[src/rtl/sort_serializer_if.sv]
// Handshake bundle for sort_serializer: the parallel sorted-vector input (x_*)
// and the serial key output (y_*).
interface sort_serializer_if #(
  parameter int DATA_WIDTH = 4,
  parameter int NUM_INPUTS = 8
);
  // valid/ready: a beat moves on a rising edge where valid & ready are both 1.
  // The producer holds data and valid stable until that edge. x_ready is
  // combinational from y_ready, so a new vector can land on the last-key cycle.
  logic                             x_valid;
  logic [NUM_INPUTS*DATA_WIDTH-1:0] x_data;
  logic                             x_ready;
  logic [DATA_WIDTH-1:0]            y_data;
  logic                             y_valid;
  logic                             y_ready;
  logic                             y_last;

  modport master (
    output x_valid, x_data, y_ready,
    input  x_ready, y_data, y_valid, y_last
  );

  modport slave (
    input  x_valid, x_data, y_ready,
    output x_ready, y_data, y_valid, y_last
  );
endinterface

[src/rtl/sort_serializer.sv]
// Serializes one sorted vector per capture, key 0 first, with back-to-back capture
// on the final key. Define SORT_SER_ORDER_CHECK_EN to build the sticky order checker.
module sort_serializer #(
  parameter int DATA_WIDTH = 4,
  parameter int NUM_INPUTS = 8,
  parameter int ASCENDING  = 1
) (
  input  logic              clk,
  input  logic              rst,
  sort_serializer_if.slave  bus,
  output logic              overflow,
  output logic              order_err,
  output logic              state_dbg
);
  localparam int IDX_W = (NUM_INPUTS > 1) ? $clog2(NUM_INPUTS) : 1;
  localparam logic [IDX_W-1:0] LAST_IDX = IDX_W'(NUM_INPUTS - 1);

  typedef enum logic {
    IDLE   = 1'b0,
    STREAM = 1'b1
  } state_t;

  state_t                state_q, state_d;
  logic [IDX_W-1:0]      idx_q;
  logic [DATA_WIDTH-1:0] buf_q [NUM_INPUTS];
  logic                  at_last;
  logic                  xfer;
  logic                  capture;

  assign at_last   = (idx_q == LAST_IDX);
  assign xfer      = bus.y_valid & bus.y_ready;
  assign capture   = bus.x_valid & bus.x_ready;
  assign state_dbg = state_q;

  always_ff @(posedge clk or negedge rst) begin
    if (!rst) state_q <= IDLE;
    else      state_q <= state_d;
  end

  always_comb begin
    state_d     = state_q;
    bus.x_ready = 1'b0;
    bus.y_valid = 1'b0;
    bus.y_last  = 1'b0;
    bus.y_data  = buf_q[idx_q];
    case (state_q)
      IDLE: begin
        bus.x_ready = 1'b1;
        if (bus.x_valid) state_d = STREAM;
      end
      STREAM: begin
        bus.y_valid = 1'b1;
        bus.y_last  = at_last;
        // The last handshake frees the buffer, so a waiting vector can refill it now.
        bus.x_ready = at_last & bus.y_ready;
        if (at_last && bus.y_ready && !bus.x_valid) state_d = IDLE;
      end
      default: state_d = IDLE;
    endcase
  end

  always_ff @(posedge clk or negedge rst) begin
    if (!rst) begin
      idx_q <= '0;
      for (int i = 0; i < NUM_INPUTS; i++) buf_q[i] <= '0;
    end else if (capture) begin
      idx_q <= '0;
      for (int i = 0; i < NUM_INPUTS; i++) buf_q[i] <= bus.x_data[i*DATA_WIDTH +: DATA_WIDTH];
    end else if (xfer) begin
      idx_q <= idx_q + IDX_W'(1);
    end
  end

  always_ff @(posedge clk or negedge rst) begin
    if (!rst)                            overflow <= 1'b0;
    else if (bus.x_valid && !bus.x_ready) overflow <= 1'b1;
  end

`ifdef SORT_SER_ORDER_CHECK_EN
  logic [DATA_WIDTH-1:0] prev_q;
  logic                  order_bad;

  // Key 0 of each vector has no predecessor, so it is never compared.
  always_comb begin
    order_bad = 1'b0;
    if (xfer && idx_q != '0)
      order_bad = (ASCENDING != 0) ? (bus.y_data < prev_q) : (bus.y_data > prev_q);
  end

  always_ff @(posedge clk or negedge rst) begin
    if (!rst) begin
      prev_q    <= '0;
      order_err <= 1'b0;
    end else begin
      if (xfer)      prev_q    <= bus.y_data;
      if (order_bad) order_err <= 1'b1;
    end
  end
`else
  // ASCENDING only matters to the checker; without it the flag is a constant 0.
  assign order_err = 1'b0 & (ASCENDING != 0);
`endif
endmodule

[src/flat_wrapper.sv]
// flat-port wrapper written by rule: the top's interface ports become plain ports
module sort_serializer_flat 
#(
  parameter int DATA_WIDTH = 4,
  parameter int NUM_INPUTS = 8,
  parameter int ASCENDING  = 1
)
  (clk, rst, overflow, order_err, state_dbg, bus_x_valid, bus_x_data, bus_y_ready, bus_x_ready, bus_y_data, bus_y_valid, bus_y_last);
  sort_serializer_if #(.DATA_WIDTH(DATA_WIDTH), .NUM_INPUTS(NUM_INPUTS)) bus_i ();
  input  logic clk;
  input  logic rst;
  output logic overflow;
  output logic order_err;
  output logic state_dbg;
  input wire logic [$bits(bus_i.x_valid)-1:0] bus_x_valid;
  input wire logic [$bits(bus_i.x_data)-1:0] bus_x_data;
  input wire logic [$bits(bus_i.y_ready)-1:0] bus_y_ready;
  output wire logic [$bits(bus_i.x_ready)-1:0] bus_x_ready;
  output wire logic [$bits(bus_i.y_data)-1:0] bus_y_data;
  output wire logic [$bits(bus_i.y_valid)-1:0] bus_y_valid;
  output wire logic [$bits(bus_i.y_last)-1:0] bus_y_last;
  assign bus_i.x_valid = bus_x_valid;
  assign bus_i.x_data = bus_x_data;
  assign bus_i.y_ready = bus_y_ready;
  assign bus_x_ready = bus_i.x_ready;
  assign bus_y_data = bus_i.y_data;
  assign bus_y_valid = bus_i.y_valid;
  assign bus_y_last = bus_i.y_last;
  sort_serializer #(.DATA_WIDTH(DATA_WIDTH), .NUM_INPUTS(NUM_INPUTS), .ASCENDING(ASCENDING)) u_core (.clk(clk), .rst(rst), .bus(bus_i), .overflow(overflow), .order_err(order_err), .state_dbg(state_dbg));
endmodule
[config.mk]
export PLATFORM = sky130hd
export DESIGN_NAME = sort_serializer_flat
export DESIGN_NICKNAME = d
export VERILOG_FILES = /design/src/rtl/sort_serializer_if.sv /design/src/rtl/sort_serializer.sv /design/src/flat_wrapper.sv
export SDC_FILE = /design/constraint.sdc
export NUM_CORES = 1
export LEC_CHECK = 0
export CORE_AREA = 8 8 74 76
export DETAILED_ROUTE_END_ITERATION = 8
export DIE_AREA = 0 0 82 84
export GPL_ROUTABILITY_DRIVEN = 1
export PLACE_DENSITY = 0.72
export RECOVER_POWER = 25
export SYNTH_ARGS = -nofsm -noshare
export SYNTH_HDL_FRONTEND = slang
export SYNTH_SLANG_ARGS = --single-unit
[constraint.sdc]
create_clock -name clk -period 1.95 [get_ports clk]
set_input_delay 0.195 -clock clk [delete_from_list [all_inputs] [get_ports clk]]
set_output_delay 0.195 -clock clk [all_outputs]
set_load 0.005 [all_outputs]
=== Word level (Yosys, flattened, before mapping) ===
Index checks and enable logic that the tools add are counted.

* Register bits after elaboration: 37
* Input bits: 36
* Output and inout bits: 10
* Logic and storage cells: 36

* Bitwise gates (word level): 5
* Add/sub/neg operators: 1
* Magnitude comparators: 1
* Reductions and logical operators: 6
* Equal/unequal tests: 1
* Multiplexer cells: 11

{| class="wikitable"
|+ Operators by type and width
! kind !! count
|-
| 4-bit binary-select mux with 3-bit select || 1
|-
| 4-bit 2-to-1 mux || 2
|-
| 3-bit 2-to-1 mux || 2
|-
| 4-bit greater-or-equal comparator, second input constant || 1
|-
| 1-bit 2-to-1 mux || 4
|-
| 3-bit NOT with 4-bit output || 1
|-
| 1-bit case mux with 2 select lines || 2
|-
| 3-bit by 1-bit adder with 3-bit output, second input constant || 1
|-
| 1-bit bitwise AND || 3
|-
| 3-bit equality test, second input constant || 1
|-
| 1-bit logical AND || 3
|-
| 1-bit zero test || 2
|-
| 2-bit nonzero test || 1
|-
| 1-bit NOT || 1
|}

=== Depth between registers and ports, before layout ===
* Word-level depth: 5
* Gate-level depth with buffers: 6
* Mapped depth without buffers: 5

=== Worst setup path before layout ===
Ideal clock, no wire load.

* Kind: register to register
* From: register u_core.idx_q[1]
* To: register u_core.buf_q[0] in the netlist's numbering
* Buffers on the path: 1
* Arrival time: 1.615 ns
* Cell stages (with the launch flop): 7
* Data required time: 1.825 ns
* Setup slack: 0.210 ns
* Library setup time: 0.125 ns
* Period minus slack after synthesis: 1.740 ns
* Path through: dfrtp_1 -> ha_1 -> ha_1 -> a21bo_4 -> nand2_4 -> buf_12 -> mux2_4

* Word-level cells in the longest chain between the ends: 4

{| class="wikitable"
|+ RTL lines
! element !! line !! RTL
|-
| from (decl) || sort_serializer.sv:24 || <nowiki>logic [IDX_W-1:0] idx_q;</nowiki>
|-
| from (signal assigned) || sort_serializer.sv:70 || <nowiki>idx_q <= idx_q + IDX_W'(1);</nowiki>
|-
| 3-bit equality test || sort_serializer.sv:30 || <nowiki>assign at_last = (idx_q == LAST_IDX);</nowiki>
|-
| 1-bit bitwise AND || sort_serializer.sv:55 || <nowiki>bus.x_ready = at_last & bus.y_ready;</nowiki>
|-
| 1-bit case mux with 2 select lines || sort_serializer.sv:46 || <nowiki>case (state_q)</nowiki>
|-
| net bus_x_ready || flat_wrapper.sv:18 || <nowiki>output wire logic [$bits(bus_i.x_ready)-1:0] bus_x_ready;</nowiki>
|-
| 1-bit bitwise AND || sort_serializer.sv:32 || <nowiki>assign capture = bus.x_valid & bus.x_ready;</nowiki>
|-
| to (decl) || sort_serializer.sv:25 || <nowiki>logic [DATA_WIDTH-1:0] buf_q [NUM_INPUTS];</nowiki>
|}

The timed path passes the listed nets, and every way through them passes these cells.
A chain may end at the register's enable or synchronous reset.

=== Final worst setup path ===
* From: register u_core.idx_q[0]
* To: register u_core.buf_q[7] in the netlist's numbering

* Word-level cells in the longest chain between the ends: 4

{| class="wikitable"
|+ RTL lines
! element !! line
|-
| 3-bit equality test || sort_serializer.sv:30
|-
| 1-bit bitwise AND || sort_serializer.sv:55
|-
| 1-bit case mux with 2 select lines || sort_serializer.sv:46
|-
| 1-bit bitwise AND || sort_serializer.sv:32
|}

Every way passes these cells.

==> flow_summary.json <==
{
  "layout_min_cycle_time_ps": 1900,
  "ys_seq_area_share_pct": 49.5,
  "crit_arrival_ps": 2070,
  "design_area_um2": 2540,
  "clk_path_buf_depth": 2,
  "max_cap_violations": 0,
  "grt_max_degree": 38,
  "core_area_um2": 4260,
  "post_synth.cell_area_avg_um2": 15.8,
  "clock_skew_ps": 3.50,
  "post-place-ws_ps": 110,
  "yosys_warnings": 0,
  "die_w_um": 82,
  "drive_gt1_share_pct": 40.0,
  "path_clk_slew_ps": 70,
  "internal_power_w": 0.00275,
  "ir_drop_mv": 0.644,
  "tightestPinTransition_ps": 918,
  "syn_inst": 118,
  "finish.utilization_pct": 59.6,
  "synthToLayoutAreaGrowth_pct": 35.9,
  "yosys-top-cells-area": "dfrtp_1, mux2_4, mux4_2",
  "cts_tree": "done",
  "vias": 1122,
  "p_clk_share_pct": 20.6,
  "root_buffer": "clkbuf_8",
  "viasPerCell": 4.94,
  "power.leakage_nw": 1.25,
  "cts-buffers-inserted": 5,
  "cpPeakStageDelay_ps": 420,
  "fin_hold_ws_ps": 30.6,
  "yosys.area.top_type": "dfrtp_1",
  "multi_input_area_um2": 860,
  "seqPwrFrac_pct": 36.3,
  "grt_pass1_wl_um": 6540,
  "status": "complete, no violations",
  "dr.pass1.iters": 4,
  "cellPowerDensity_nw_per_um2": 1490,
  "cts_sinks": 37,
  "startpoint_type": "flip-flop",
  "synth_cell_types": 19,
  "wl_um": 3860,
  "fillCellCount": 336,
  "die_h_um": 84,
  "slew_violations": 0,
  "clkLatencyLatePin_ps": 290,
  "h-tree-depth": 2,
  "path_cells": "buf_4, ha_2, ha_4, a21bo_4, nand2_4, buf_12, mux2_2",
  "antenna_found_initial": 0,
  "antenna_left": 0,
  "drt_iter0_markers": 38,
  "crit_family": "flip-flops",
  "crit_buf_inv": 2,
  "routedWlPerCell_um": 17.0,
  "seq_area_um2": 927,
  "hold_violations": 0,
  "crit_type": "reg -> reg",
  "synth_nets": 156,
  "routabilityCongestion": 0.782,
  "drcViolationCount": 0,
  "portBuffers": 44,
  "power_switching_w": 0.00102,
  "fin_crit_sh_pct": 97.3,
  "overflow": 0,
  "synth_top_area_share_pct": 49.5,
  "first_global_vias": 1332,
  "critPathRequiredTime_ps": 2120,
  "grt_usage_pct": 12.5,
  "dieArea_um2": 6890,
  "fin_nets": 212,
  "combPwrFrac_pct": 43.1,
  "endpoint_kind": "flip-flop",
  "syn-cell-area_um2": 1870,
  "hold_buffers": 0,
  "setup_ws_ps": 52.5,
  "critical_path.max_fanout": 20,
  "min_path_type": "in -> async",
  "slowest_stage": "dfrtp_1",
  "fmax_mhz": 527,
  "switching_share_pct": 27.0,
  "dpl.hpwl_um": 2810,
  "diodes": 0,
  "setup_viol": 0,
  "maxSlewHeadroom_pct": 38.8,
  "initial_core_util_pct": 43.8,
  "ys_seq_elements": 37,
  "rows": 24,
  "post_dp_cell_area_um2": 2350,
  "boundaryPins": 46
}
-- cells in the final DEF, fill, tap and decap left out, drive strengths merged --
master / n
dlymetal6s2s: 1
bufinv: 2
mux2: 33
a21oi: 1
clkbuf: 7
ha: 2
and2: 2
nor2: 1
clkdlybuf4s50: 37
conb: 1
buf: 14
inv: 3
nand2: 16
clkinv: 1
o22ai: 2
mux4: 8
a21bo: 1
a22o: 3
dlygate4sd2: 2
dfrtp: 37
o21bai: 1
-- cell type report --
| cell class | instances | area share, % |
|---|---|---|
| flip-flops and latches | 37 | 36.5 |
| multi-input cells | 71 | 33.8 |
| repair buffers | 56 | 21.4 |
| clock buffers | 5 | 2.71 |
| clock inverters | 3 | 2.56 |
| well taps | 52 | 2.56 |
| inverters | 3 | 0.443 |
-- synth_stat cells --
cell,instances
mux4_2,8
a21oi_1,1
dfrtp_1,37
nor2_1,1
buf_12,3
and2_1,2
buf_2,1
mux2_4,30
mux2_2,3
o21bai_1,1
inv_1,3
a22o_1,3
nand2_1,15
a21bo_4,1
conb_1,1
ha_1,2
o22ai_1,2
nand2_4,1
buf_4,3
-- power by group through the flow --
stage	Combinational [W]	Clock, W	Sequential [W]
floorplan	0.00114	0	0.00128
global placement	0.00155	0	0.00135
detailed placement	0.00159	0	0.00137
CTS	0.00163	0.000792	0.00136
global route	0.00177	0.000840	0.00141
finish	0.00163	0.000778	0.00137
-- worst reg2reg max path: stages, from the launching register on --
cell     delay [ps]
dfrtp_1         420
buf_4           150
ha_2            170
ha_4            170
a21bo_4         230
nand2_4          90
buf_12          190
mux2_2          360
-- logic make-up (layout without fill, tap and decap cells) --
kind of cell	Yosys count	after routing	share of synthesized area, %
multiplexers	41	41	35.5
flip-flops	37	37	49.5
AND/OR/NAND/NOR	19	19	4.48
buffers and inverters	10	67	5.29
AO/OA/AOI/OAI	8	8	3.61
adder cells (fa/ha/maj)	2	2	1.34
other	1	1	0.201
-- through the flow --
step           total power (W)  setup TNS [ps]  cells
5_1_grt                0.00402           -11.1    227
3_5_place_dp           0.00296               0    213
6_report               0.00377               0    227
4_1_cts                0.00378           -30.5    226
2_1_floorplan          0.00241               0    118
3_3_place_gp           0.00290               0    213
-- path summary, 6_finish.rpt --
path	start	end	slack (ps)	depth (start not counted)
max	u_core.idx_q[0]	u_core.buf_q[7]	50	7
min	rst	u_core.buf_q[18]	30	1
max reg2reg	u_core.idx_q[0]	u_core.buf_q[7]	50	7
min reg2reg	u_core.overflow	u_core.overflow	480	1
max in group asynchronous	rst	u_core.idx_q[2]	1290	1
min in group clk	u_core.overflow	u_core.overflow	480	1
-- metal layers --
metal / part of all wire, % / routed length, um / global-route usage, % / vias to the layer above
met5: 0 / 0 / 0 / -
met4: 0.73 / 28 / 4.47 / 0
met3: 6.1 / 235 / 5.28 / 2
met2: 51 / 1980 / 19.8 / 29
met1: 42 / 1610 / 14.3 / 562
li1: - / - / - / 529
-- flip-flops by register name (all words and copies together), names as in the netlist --
signal and flops:
u_core.overflow 1, u_core.idx_q 3, u_core.state_dbg 1, u_core.buf_q 32
-- repair_timing --
action,in CTS,in global routing
buffers inserted,5,1
endpoints found under the setup margin,6,3
pin swaps,3,1
resized for setup,15,5
Note: power is estimated with default switching activity, not from simulation.
